`config.mk`:
```
export PLATFORM = sky130hd
export DESIGN_NAME = gpsreceiver2_capture_flat
export DESIGN_NICKNAME = d
export VERILOG_FILES = /design/src/rtl/gpsreceiver2_capture_if.sv /design/src/rtl/gpsreceiver2_capture.sv /design/src/flat_wrapper.sv
export SDC_FILE = /design/constraint.sdc
export NUM_CORES = 1
export LEC_CHECK = 0
export CORE_MARGIN = 5
export CORE_UTILIZATION = 35
export CTS_CLUSTER_DIAMETER = 80
export CTS_CLUSTER_SIZE = 14
export DETAILED_ROUTE_END_ITERATION = 7
export MAX_ROUTING_LAYER = met4
export PLACE_DENSITY = 0.58
export SYNTH_ARGS = -nofsm -noshare
export SYNTH_HDL_FRONTEND = slang
export SYNTH_SLANG_ARGS = --single-unit
```
`constraint.sdc`:
```
create_clock -name sys_clk -period 5.26 [get_ports sys_clk]
set_input_delay 0.789 -clock sys_clk [delete_from_list [all_inputs] [get_ports sys_clk]]
set_output_delay 0.789 -clock sys_clk [all_outputs]
set_load 0.01 [all_outputs]
```
`src/rtl/gpsreceiver2_capture_if.sv`:
```
// Signal bundle between the capture engine and its control/front-end side.
// The slave modport is the capture block; the master modport is whoever drives it.
interface gpsreceiver2_capture_if #(
  parameter int ADDR_WIDTH = 11
);
  logic                  fe_sign;
  logic                  fe_mag;
  logic                  fe_stb;
  logic                  epoch;
  logic                  start;
  logic                  stop;
  logic                  continuous;
  logic                  trig_en;
  logic [ADDR_WIDTH:0]   len;

  logic [7:0]            rxb0_dat;
  logic [ADDR_WIDTH-1:0] rxb0_adr;
  logic                  rxb0_we;
  logic                  busy;
  logic                  done;
  logic                  wrapped;
  logic [ADDR_WIDTH-1:0] wr_ptr;

  modport slave (
    input  fe_sign, fe_mag, fe_stb, epoch, start, stop, continuous, trig_en, len,
    output rxb0_dat, rxb0_adr, rxb0_we, busy, done, wrapped, wr_ptr
  );

  modport master (
    output fe_sign, fe_mag, fe_stb, epoch, start, stop, continuous, trig_en, len,
    input  rxb0_dat, rxb0_adr, rxb0_we, busy, done, wrapped, wr_ptr
  );
endinterface

```
`src/rtl/gpsreceiver2_capture.sv`:
```
// Packs 2-bit {sign,mag} front-end samples into bytes and writes them to the
// rxb0 byte port of the sample buffer; single-shot or ring capture, optional epoch start.
module gpsreceiver2_capture #(
  parameter int ADDR_WIDTH = 11
) (
  input  logic                   sys_clk,
  input  logic                   sys_rst_n,
  gpsreceiver2_capture_if.slave  bus
);

  typedef enum logic [1:0] {
    IDLE    = 2'd0,
    ARMED   = 2'd1,
    CAPTURE = 2'd2
  } state_e;

  state_e                state_q, state_d;
  logic [ADDR_WIDTH:0]   len_q, len_d;
  logic                  cont_q, cont_d;
  logic [1:0]            packCnt_q, packCnt_d;
  logic [5:0]            shift_q, shift_d;
  logic [7:0]            dat_q, dat_d;
  logic [ADDR_WIDTH-1:0] adr_q, adr_d;
  logic [ADDR_WIDTH-1:0] wrPtr_q, wrPtr_d;
  logic                  we_q, we_d;
  logic                  done_q, done_d;
  logic                  wrapped_q, wrapped_d;

  logic                  startGo;
  logic                  abort;
  logic                  sampleTake;
  logic                  byteDone;
  logic                  lastByte;
  logic                  ptrWrap;
  logic [ADDR_WIDTH:0]   lenTarget;
  logic [ADDR_WIDTH:0]   byteCount;

  // stop outranks everything, including a start or a sample in the same cycle
  assign startGo    = (state_q == IDLE) && bus.start && !bus.stop;
  assign abort      = (state_q != IDLE) && bus.stop;
  assign sampleTake = bus.fe_stb && !bus.stop &&
                      ((state_q == CAPTURE) || ((state_q == ARMED) && bus.epoch));
  assign byteDone   = sampleTake && (packCnt_q == 2'd3);

  // a latched length of zero stands for the whole buffer
  assign lenTarget  = (len_q == '0) ? {1'b1, {ADDR_WIDTH{1'b0}}} : len_q;
  assign byteCount  = {1'b0, wrPtr_q} + 1'b1;
  assign lastByte   = byteDone && !cont_q && (byteCount == lenTarget);
  assign ptrWrap    = byteDone && (wrPtr_q == {ADDR_WIDTH{1'b1}});

  always_ff @(posedge sys_clk or negedge sys_rst_n) begin
    if (!sys_rst_n) begin
      state_q <= IDLE;
    end else begin
      state_q <= state_d;
    end
  end

  always_comb begin
    state_d = state_q;
    unique case (state_q)
      IDLE: begin
        if (startGo) begin
          state_d = bus.trig_en ? ARMED : CAPTURE;
        end
      end
      ARMED: begin
        if (bus.stop) begin
          state_d = IDLE;
        end else if (bus.epoch) begin
          state_d = CAPTURE;
        end
      end
      CAPTURE: begin
        if (bus.stop || lastByte) begin
          state_d = IDLE;
        end
      end
      default: state_d = IDLE;
    endcase
  end

  always_comb begin
    len_d     = len_q;
    cont_d    = cont_q;
    packCnt_d = packCnt_q;
    shift_d   = shift_q;
    dat_d     = dat_q;
    adr_d     = adr_q;
    wrPtr_d   = wrPtr_q;
    we_d      = 1'b0;
    done_d    = done_q;
    wrapped_d = wrapped_q;

    if (startGo) begin
      len_d     = bus.len;
      cont_d    = bus.continuous;
      done_d    = 1'b0;
      wrapped_d = 1'b0;
      wrPtr_d   = '0;
      packCnt_d = 2'd0;
      shift_d   = '0;
    end

    if (abort) begin
      packCnt_d = 2'd0;
      shift_d   = '0;
    end

    // the first sample of a byte ends up in bits [7:6] after three more shifts
    if (sampleTake) begin
      shift_d   = {shift_q[3:0], bus.fe_sign, bus.fe_mag};
      packCnt_d = packCnt_q + 2'd1;
      if (byteDone) begin
        we_d    = 1'b1;
        dat_d   = {shift_q, bus.fe_sign, bus.fe_mag};
        adr_d   = wrPtr_q;
        wrPtr_d = wrPtr_q + 1'b1;
        if (cont_q && ptrWrap) begin
          wrapped_d = 1'b1;
        end
        if (lastByte) begin
          done_d = 1'b1;
        end
      end
    end
  end

  always_ff @(posedge sys_clk or negedge sys_rst_n) begin
    if (!sys_rst_n) begin
      len_q     <= '0;
      cont_q    <= 1'b0;
      packCnt_q <= 2'd0;
      shift_q   <= '0;
      dat_q     <= '0;
      adr_q     <= '0;
      wrPtr_q   <= '0;
      we_q      <= 1'b0;
      done_q    <= 1'b0;
      wrapped_q <= 1'b0;
    end else begin
      len_q     <= len_d;
      cont_q    <= cont_d;
      packCnt_q <= packCnt_d;
      shift_q   <= shift_d;
      dat_q     <= dat_d;
      adr_q     <= adr_d;
      wrPtr_q   <= wrPtr_d;
      we_q      <= we_d;
      done_q    <= done_d;
      wrapped_q <= wrapped_d;
    end
  end

  assign bus.busy     = (state_q != IDLE);
  assign bus.rxb0_we  = we_q;
  assign bus.rxb0_dat = dat_q;
  assign bus.rxb0_adr = adr_q;
  assign bus.done     = done_q;
  assign bus.wrapped  = wrapped_q;
  assign bus.wr_ptr   = wrPtr_q;

endmodule

```
`src/flat_wrapper.sv`:
```
// flat-port wrapper written by rule: the top's interface ports become plain ports
module gpsreceiver2_capture_flat 
#(
  parameter int ADDR_WIDTH = 11
)
  (sys_clk, sys_rst_n, bus_fe_sign, bus_fe_mag, bus_fe_stb, bus_epoch, bus_start, bus_stop, bus_continuous, bus_trig_en, bus_len, bus_rxb0_dat, bus_rxb0_adr, bus_rxb0_we, bus_busy, bus_done, bus_wrapped, bus_wr_ptr);
  gpsreceiver2_capture_if #(.ADDR_WIDTH(ADDR_WIDTH)) bus_i ();
  input  logic sys_clk;
  input  logic sys_rst_n;
  input wire logic [$bits(bus_i.fe_sign)-1:0] bus_fe_sign;
  input wire logic [$bits(bus_i.fe_mag)-1:0] bus_fe_mag;
  input wire logic [$bits(bus_i.fe_stb)-1:0] bus_fe_stb;
  input wire logic [$bits(bus_i.epoch)-1:0] bus_epoch;
  input wire logic [$bits(bus_i.start)-1:0] bus_start;
  input wire logic [$bits(bus_i.stop)-1:0] bus_stop;
  input wire logic [$bits(bus_i.continuous)-1:0] bus_continuous;
  input wire logic [$bits(bus_i.trig_en)-1:0] bus_trig_en;
  input wire logic [$bits(bus_i.len)-1:0] bus_len;
  output wire logic [$bits(bus_i.rxb0_dat)-1:0] bus_rxb0_dat;
  output wire logic [$bits(bus_i.rxb0_adr)-1:0] bus_rxb0_adr;
  output wire logic [$bits(bus_i.rxb0_we)-1:0] bus_rxb0_we;
  output wire logic [$bits(bus_i.busy)-1:0] bus_busy;
  output wire logic [$bits(bus_i.done)-1:0] bus_done;
  output wire logic [$bits(bus_i.wrapped)-1:0] bus_wrapped;
  output wire logic [$bits(bus_i.wr_ptr)-1:0] bus_wr_ptr;
  assign bus_i.fe_sign = bus_fe_sign;
  assign bus_i.fe_mag = bus_fe_mag;
  assign bus_i.fe_stb = bus_fe_stb;
  assign bus_i.epoch = bus_epoch;
  assign bus_i.start = bus_start;
  assign bus_i.stop = bus_stop;
  assign bus_i.continuous = bus_continuous;
  assign bus_i.trig_en = bus_trig_en;
  assign bus_i.len = bus_len;
  assign bus_rxb0_dat = bus_i.rxb0_dat;
  assign bus_rxb0_adr = bus_i.rxb0_adr;
  assign bus_rxb0_we = bus_i.rxb0_we;
  assign bus_busy = bus_i.busy;
  assign bus_done = bus_i.done;
  assign bus_wrapped = bus_i.wrapped;
  assign bus_wr_ptr = bus_i.wr_ptr;
  gpsreceiver2_capture #(.ADDR_WIDTH(ADDR_WIDTH)) u_core (.sys_clk(sys_clk), .sys_rst_n(sys_rst_n), .bus(bus_i));
endmodule
```
==> flow_results.org, run 1 <==
** Status
- Outcome :: finished clean

** Clock tree
- Clock tree synthesis inserted a total of 5 buffers.
- In this run, post-CTS repair resized a total of 0 instances.
- After clock tree synthesis, the flow added hold-fix buffers numbering 0.
- Clock Tree Root :: clkbuf_8
- CTS Sinks :: 56
- The H-tree generated during clock tree synthesis spans 2 levels.
- After clock tree synthesis, the setup repair step added 0 buffers.
- The clock passes through at most 2 buffers.
- Worst-path clk slew :: 110 ps
- For the worst-skew pair, the clock arrives at the later sink with an insertion delay of 310 ps.
- TritonCTS clock tree :: built

** Worst setup path
- Traced cell by cell, the critical path runs through clkdlybuf4s50_1 -> and3b_1 -> o21ai_2 -> buf_4 -> inv_2 -> nor2_1 -> o21ai_0 -> o41ai_1.
- Capture instance of the worst register-to-register path :: u_core.bus.wr_ptr[6]
- Along the worst path, the maximum fanout reaches 37.
- Capturing instance or port of the critical path :: u_core.bus.wr_ptr[6]
- Reg-to-reg startpoint :: u_core.packCnt_q[0]
- The worst setup path is captured at a register.
- Type of the setup path with the least slack :: in -> reg
- Worst path bufs/invs :: 3
- The most critical setup path has its startpoint at bus_stop.
- In this run the register-to-register setup slack is 2820 ps.
- STA puts the critical path data arrival time at 3140 ps.
- CP top delay family :: buffers and inverters
- The critical path runs through a total of 8 cells.
- Largest stage delay on the critical path :: 580 ps
- STA classifies the critical path startpoint as an input pin.
- Counting cells, the worst reg-to-reg path comes to 8.
- For the worst setup path, the data required time is 5460 ps.
- On the critical path, the stage with the largest delay is an instance of clkdlybuf4s50_1.

** Logic synthesis
- Yosys printed 0 warnings.
- Of the post-synthesis cell area, the dominant cell type holds 0.500.
- Most common cell in the synthesized netlist :: nand2_1
- After synthesis, the netlist uses 56 different library cells.
- The share of the Yosys chip area taken by registers is 0.500.
- The synthesized design spends more area on one cell type than any other, namely dfrtp_1.
- In the synthesized netlist, the number of instances is 310.
- Fraction of registers with async set/reset :: 1.00
- The synthesized design contains 0 enable-type register cells.
- Area contributors post-synth :: dfrtp_1 (50%), nand2_1 (15%), o21ai_0 (3.6%)
- Synth cell count leaders :: nand2_1 (109), dfrtp_1 (56), o21ai_0 (20)
- The synthesized design contains 56 register bits.
- Prevailing post-synth register cell :: dfrtp_1
- Combined area of all synthesized cells :: 2800 um^2
- Synthesis produced a netlist with a net count of 334.
- Synth Area per Inst :: 9.04 um^2

** Placed design
- Placer's final routability congestion estimate :: 0.783
- Number of buffers added on ports :: 55
- The number of placed instances, taps included, is 452.
- At the placement stage, the worst setup path has a slack of 2030 ps.
- Half-perimeter wire length after detailed placement :: 4.60 mm

** STA
- The routed design could run at a clock period as short as 2940 ps.
- Highest Clock Rate :: 0.340 GHz
- For the final routed database, the setup TNS stands at 0 ps.
- The final-report max-slew violation count was 0.
- In the finished design, the share of the clock period the worst path needs comes to 0.559.
- Clock skew after layout :: 10.5 ps
- The number of hold violations in the final report came to 0.
- For the pin with the worst max-slew slack, the measured transition is 1000 ps.
- Hold is met by 482 ps.
- After layout, the worst setup slack is 2320 ps.
- Setup repair after global routing left no endpoint under its margin.
- Setup Viol. Count Final :: 0
- In this run the tightest slew margin relative to its limit is 0.328.

** Floorplan
- In this run the horizontal extent of the chip is 99.5 um.
- The die covers 9900 um^2.
- Die boundary height :: 99.5 um
- In this run the core area contains 32 standard-cell rows.
- For this configuration, the core starts out at a cell density of 0.361.
- In this run the standard cell core region covers 7770 um^2.
- Number of primary I/O pins :: 56

** GRT
- The first global-routing pass estimated 10.9 mm of wire.
- The via count of the first global-routing pass came to 2170.
- GRT Util Overall :: 0.139
- Overflow left after global routing :: 0
- Pin count of the biggest net entering global routing :: 57
- The number of antenna violations at the first check in global routing is 0.

** Run
- Across the run, the number of max-cap violations was 0.

** Worst hold path
- Class of the most critical hold timing path :: reg -> reg

** Routing
- The first detailed-routing pass ran for 4 iterations.
- Routed via count :: 2289
- Starting DRC count in detailed routing :: 96
- Sum of routed wire length over all layers :: 6.58 mm
- Once detail routing completed, the nets flagged for antenna violations numbered 0.
- After detailed routing, the number of vias per cell comes to 4.98.
- DRC Markers :: 0
- Wire length per cell after detailed routing :: 14.3 um

** Finish
- In the final layout, the share of cells above drive strength 1 is 0.0670.
- The repair_antennas step left the layout with diodes totalling 0.
- Area Growth Syn to Fin :: 24.5%
- The count of cells in the finished layout, fillers not included, comes to 460.
- Final layout net count :: 381
- Final Util :: 0.450

** Power and ir drop
- Summed over all cells, the static leakage comes to 1.60 nW.
- For this design the ratio of total power to cell area is 242 nW/um^2.
- VDD sags by at most 0.110 mV.
final cells by class:
cell class	instances	area [um^2]
Tap cell	102	128
Inverter	5	18.8
Clock inverter	2	16.3
Sequential cell	56	1400
Timing Repair Buffer	57	561
Fill cell	806	4280
Multi-Input combinational cell	232	1290
Clock buffer	6	72.6
where the power goes:
group | total [mW] | internal (mW) | switching (mW)
Sequential | 0.483 | 0.455 | 0.0284
Combinational | 0.124 | 0.0610 | 0.0632
Clock | 0.238 | 0.0952 | 0.142
worst min-delay path by stage:
stage,to,cells past startpoint,start
global route,u_core.bus.rxb0_dat[6],2,u_core.bus.rxb0_dat[6]
global placement,u_core.bus.rxb0_dat[5],2,u_core.bus.rxb0_dat[5]
floorplan,u_core.bus.rxb0_dat[6],2,u_core.shift_q[4]
finish,u_core.bus.rxb0_adr[0],2,u_core.bus.rxb0_adr[0]
CTS,u_core.bus.rxb0_dat[6],2,u_core.bus.rxb0_dat[6]
detailed placement,u_core.bus.rxb0_adr[0],2,u_core.bus.rxb0_adr[0]
state kept, by name (all words and copies together), names as in the netlist:
| signal | cells |
|---|---|
| u_core.shift_q | 6 |
| u_core.bus.done | 1 |
| u_core.len_q | 12 |
| u_core.packCnt_q | 2 |
| u_core.bus.rxb0_adr | 11 |
| u_core.bus.wrapped | 1 |
| u_core.bus.wr_ptr | 11 |
| u_core.cont_q | 1 |
| u_core.bus.rxb0_we | 1 |
| u_core.bus.rxb0_dat | 8 |
| u_core.state_q | 2 |
through the flow:
stage                     power [mW]  instance area, um^2
after floorplan                0.563                 2800
after CTS                      0.857                 3490
final                          0.845                 3490
after global routing           0.889                 3490
after global placement         0.613                 3400
after detailed placement       0.616                 3400
routing by layer:
layer,global-route usage,share of wire,routed length [um]
met3,0.0288,0.042,278
met4,0.0252,0.0038,25
met2,0.216,0.46,3060
met1,0.192,0.49,3220
met5,-,0,0
placed cells by master, fill, tap and decap left out, types with 2 or more instances in the layout:
cell             synthesis  final
o41ai_1                  2      2
nand3_1                  5      5
o21ai_0                 20     20
and3b_1                  2      2
buf_4                    4      2
a22o_1                   7      7
o31ai_1                  2      2
o311ai_0                 2      2
clkdlybuf4s50_1          0     54
clkbuf_8                 0      5
nor2b_1                  2      2
nor3_1                   4      4
xor2_1                   4      4
a31oi_1                  3      3
nor2_1                  13     13
or3_4                    2      2
a21oi_1                  3      3
o21a_1                   3      3
nor4_1                   3      3
xnor2_1                  5      5
mux2_2                   2      2
ha_1                     2      2
nand2_1                109    109
nand3b_1                 3      3
nand4_1                  5      5
dfrtp_1                 56     56
or3_1                    2      2
inv_1                    4      4
o211ai_1                 2      2
kinds of logic after synthesis:
logic type,synth area share
DFF,0.500
AOI/OAI and AO/OA,0.138
and+or+nand+nor,0.270
buffers and inverters,0.0384
xor gates and xnor gates,0.0361
adders and majority gates,0.00892
muxes,0.00803
tightest hold or removal path: cells and delay by family, from the launching register on:
kind	cells	cell delay (ps)
flip-flops	1	360
AND/OR/NAND/NOR	2	100
Power figures use the tool's default switching activity.
==> run 2, diff against run 1 <==
==> constraint.sdc (replaced) <==
create_clock -name sys_clk -period 3 [get_ports sys_clk]
set_input_delay 0.45 -clock sys_clk [delete_from_list [all_inputs] [get_ports sys_clk]]
set_output_delay 0.45 -clock sys_clk [all_outputs]
set_load 0.01 [all_outputs]
==> run 2 against run 1 <==
  * Total power up 76%
  * Combinational power up 76%
  * Critical endpoint is now u_core.bus.done
  * Wire length up 4.4%
  * Cell area up 0.86%
  * Register-to-register slack worse by 2100 ps
  * Utilization up 0.39 points
  * Critical path type is now reg -> reg
==> flow_results.org, run 2 (synthesis gave the netlist of run 1 again) <==
** Floorplan
- Number of primary I/O pins :: 56 (unchanged)
- Area of the placeable core :: 7770 um^2 (unchanged)
- The initial core utilization came to 0.361 (unchanged).
- Total Die Area :: 9900 um^2 (unchanged)
- Rows :: 32 (unchanged)
- Chip Width :: 99.5 um (unchanged)
- The die span in y was 99.5 um (unchanged).

** STA
- Max-slew violation count :: 0 (unchanged)
- For this run, the top clock speed supported by timing is 0.438 GHz.
- Minimum clock period :: 2280 ps
- The setup clock skew after layout was 7.90 ps (-2.65 ps).
- Pin slew with the least headroom to its limit :: 749 ps (-255 ps)
- The count of endpoints failing setup in the final report is 0 (unchanged).
- The worst slew slack as a fraction of its limit was 0.501 (+0.173).
- RSZ-0062 raised after global routing :: no
- Final hold violations :: 0 (unchanged)
- Fin Setup TNS :: 0 ps (unchanged)
- Of the available clock period, the critical path in the final layout requires 0.761.

** Worst setup path
- The number of cells on the worst reg-to-reg path came to 5 (-3).
- The most critical setup path has its startpoint at u_core.bus.wr_ptr[2].
- STA classifies the critical path startpoint as a register.
- Grouping stages by cell kind, the critical path spends the most delay in simple AND/OR/NAND/NOR gates.
- Type of the setup path with the least slack :: reg -> reg
- Largest stage delay on the critical path :: 580 ps (about the same)
- Capture instance of the worst register-to-register path :: u_core.bus.done
- The number of buffers and inverters on the critical path was 0 (-3).
- The largest individual stage delay along the critical path comes from the cell dfrtp_1.
- The maximum net fanout on the critical path came to 13 (-65%).
- Critical path's most frequent cell :: or3_4
- The endpoint arrival time on the critical path is 2500 ps (-640 ps).
- STA classifies the critical path endpoint as a register.
- Cell chain of the critical path :: nand3_2 -> or3_4 -> or3_4 -> and2_4 -> o31ai_2
- Number of cells on the critical path :: 5 (-3)
- In this run the critical register-to-register path is launched from u_core.bus.wr_ptr[2].
- The register-to-register setup slack was 720 ps (-2100 ps).
- The critical path required time is 3220 ps (-2240 ps).

** Finish
- ANT cells :: 0 (unchanged)
- The number of fill cells was 785 (-2.6%).
- More flip-flops sit in one register than any other, and that register is u_core.len_q.
- The layout net count came to 385 (+1.0%).
- Max FFs per register :: 12 (unchanged)
- Leaving out fill and tap cells, the most frequent cell in the layout is nand2_1.
- Area Growth Syn to Fin :: 25.6%
- Layout cells sized above 1 :: 0.0773 (+0.0103)
- The final non-filler cell area was 3520 um^2 (+0.86%).
- Commonest non-fill, non-tap cells in the layout :: nand2_1 (109), dfrtp_1 (56), clkdlybuf4s50_1 (54), o21ai_0 (20), nor2_1 (13)

** Power and ir drop
- The peak ir drop on the vdd network is 0.250 mV (+130%).
- The areal power density over the cells was 421 nW/um^2 (+74%).
- Leakage :: 1.62 nW (+1.2%)

** Clock tree
- Worst-path clk slew :: 100 ps (about the same)
- The tree is rooted in a clkbuf_8.
- The post-CTS setup repair buffer count came to 0 (unchanged).
- Deepest level of the CTS H-tree :: 2 (unchanged)
- The maximum count of clock buffers along a single path is 2 (unchanged).
- Hold buffer count at CTS :: 0 (unchanged)
- The TritonCTS sink count came to 56 (unchanged).
- TritonCTS built the clock tree.
- TritonCTS Buffers :: 5 (unchanged)
- Later-pin clock latency in the skew report :: 310 ps (about the same)
- The post-cts repair resize count was 0 (unchanged).

** Routing
- The number of design-rule violations left by the first detailed-router iteration is 125 (+30%).
- Metal2 WL :: 3.22 mm (+5.4%)
- The wire length per cell came to 14.8 um (+3.5%).
- The post-route antenna net violation count is 0 (unchanged).
- The via density per instance came to 5.08 (+2.0%).
- The wire length on met1 was 3.16 mm (-1.8%).
- Top routing layer in use :: met4
- DRC Markers :: 0 (unchanged)
- The total wire length after detailed routing came to 6.87 mm (+4.4%).
- Number of optimization iterations in the first detailed-route pass :: 4 (unchanged)
- The via count of the routed design came to 2355 (+2.9%).
- Routed wire length on met3 :: 390 um (+40%)

** GRT
- GRT Util Overall :: 0.148 (+0.00808)
- The remaining global-route overflow was 0 (unchanged).
- The maximum number of pins on one net before global-route repair is 33 (-42%).
- The number of antenna violations at the first check in global routing was 0 (unchanged).
- The via count of the first global-routing pass was 2294 (+5.7%).
- Wire length of the first global-routing pass :: 11.5 mm (+5.1%)

** Run
- Count of maximum capacitance violations :: 0 (unchanged)

** Placed design
- Placed Area :: 3430 um^2 (+0.88%)
- Placer's final routability congestion estimate :: 0.841 (+7.5%)
- The number of buffers added on ports is 55 (unchanged).
- Half-perimeter wire length after detailed placement :: 4.94 mm (+7.4%)

** Worst hold path
- The path class of the tightest hold or removal check is in -> async.

** Status
- The flow ran to the end, and the final reports show no timing, DRC or antenna violations.
run 2: cell count changes in the layout (fill, tap and decap cells not counted), sizes merged:
cell  delta
buf      +4
run 2: final cells by class:
class,instances,area [um^2],area share
Sequential cell,56,1400,0.398
Inverter,5,18.8,0.00533
Timing Repair Buffer,61,591,0.168
Clock inverter,2,16.3,0.00462
Multi-Input combinational cell,232,1290,0.368
Tap cell,102,128,0.0362
Clock buffer,6,72.6,0.0206
run 2: how the worst max path moves through the flow:
stage                                 endpoint  slack (ps)
after floorplan                u_core.bus.done        1080
after global placement    u_core.bus.wr_ptr[8]         560
after detailed placement  u_core.bus.wr_ptr[7]         470
after CTS                      u_core.bus.done         720
after global routing         u_core.state_q[1]         570
final                          u_core.bus.done         720
run 2: report_power, final:
group	switching, mW	internal (mW)	leakage [nW]	total [mW]
logic	0.109	0.109	0.819	0.218
clock network	0.254	0.167	0.0414	0.421
registers	0.0487	0.797	0.760	0.846
total	0.412	1.07	1.62	1.48
run 2: routing by layer:
layer / global-route usage / vias up
li1: - / 1165
met3: 0.0316 / 9
met5: - / -
met4: 0.0420 / 0
met2: 0.229 / 58
met1: 0.195 / 1123
run 2: through the flow:
stage,power [mW],hold WS [ps],instances,setup slack (ps),util
after global routing,1.55,250,464,573,0.453
after detailed placement,1.08,463,456,472,0.442
final,1.48,195,464,717,0.453
after floorplan,0.987,154,310,1080,-
after global placement,1.08,462,456,561,0.442
after CTS,1.50,221,464,723,0.453
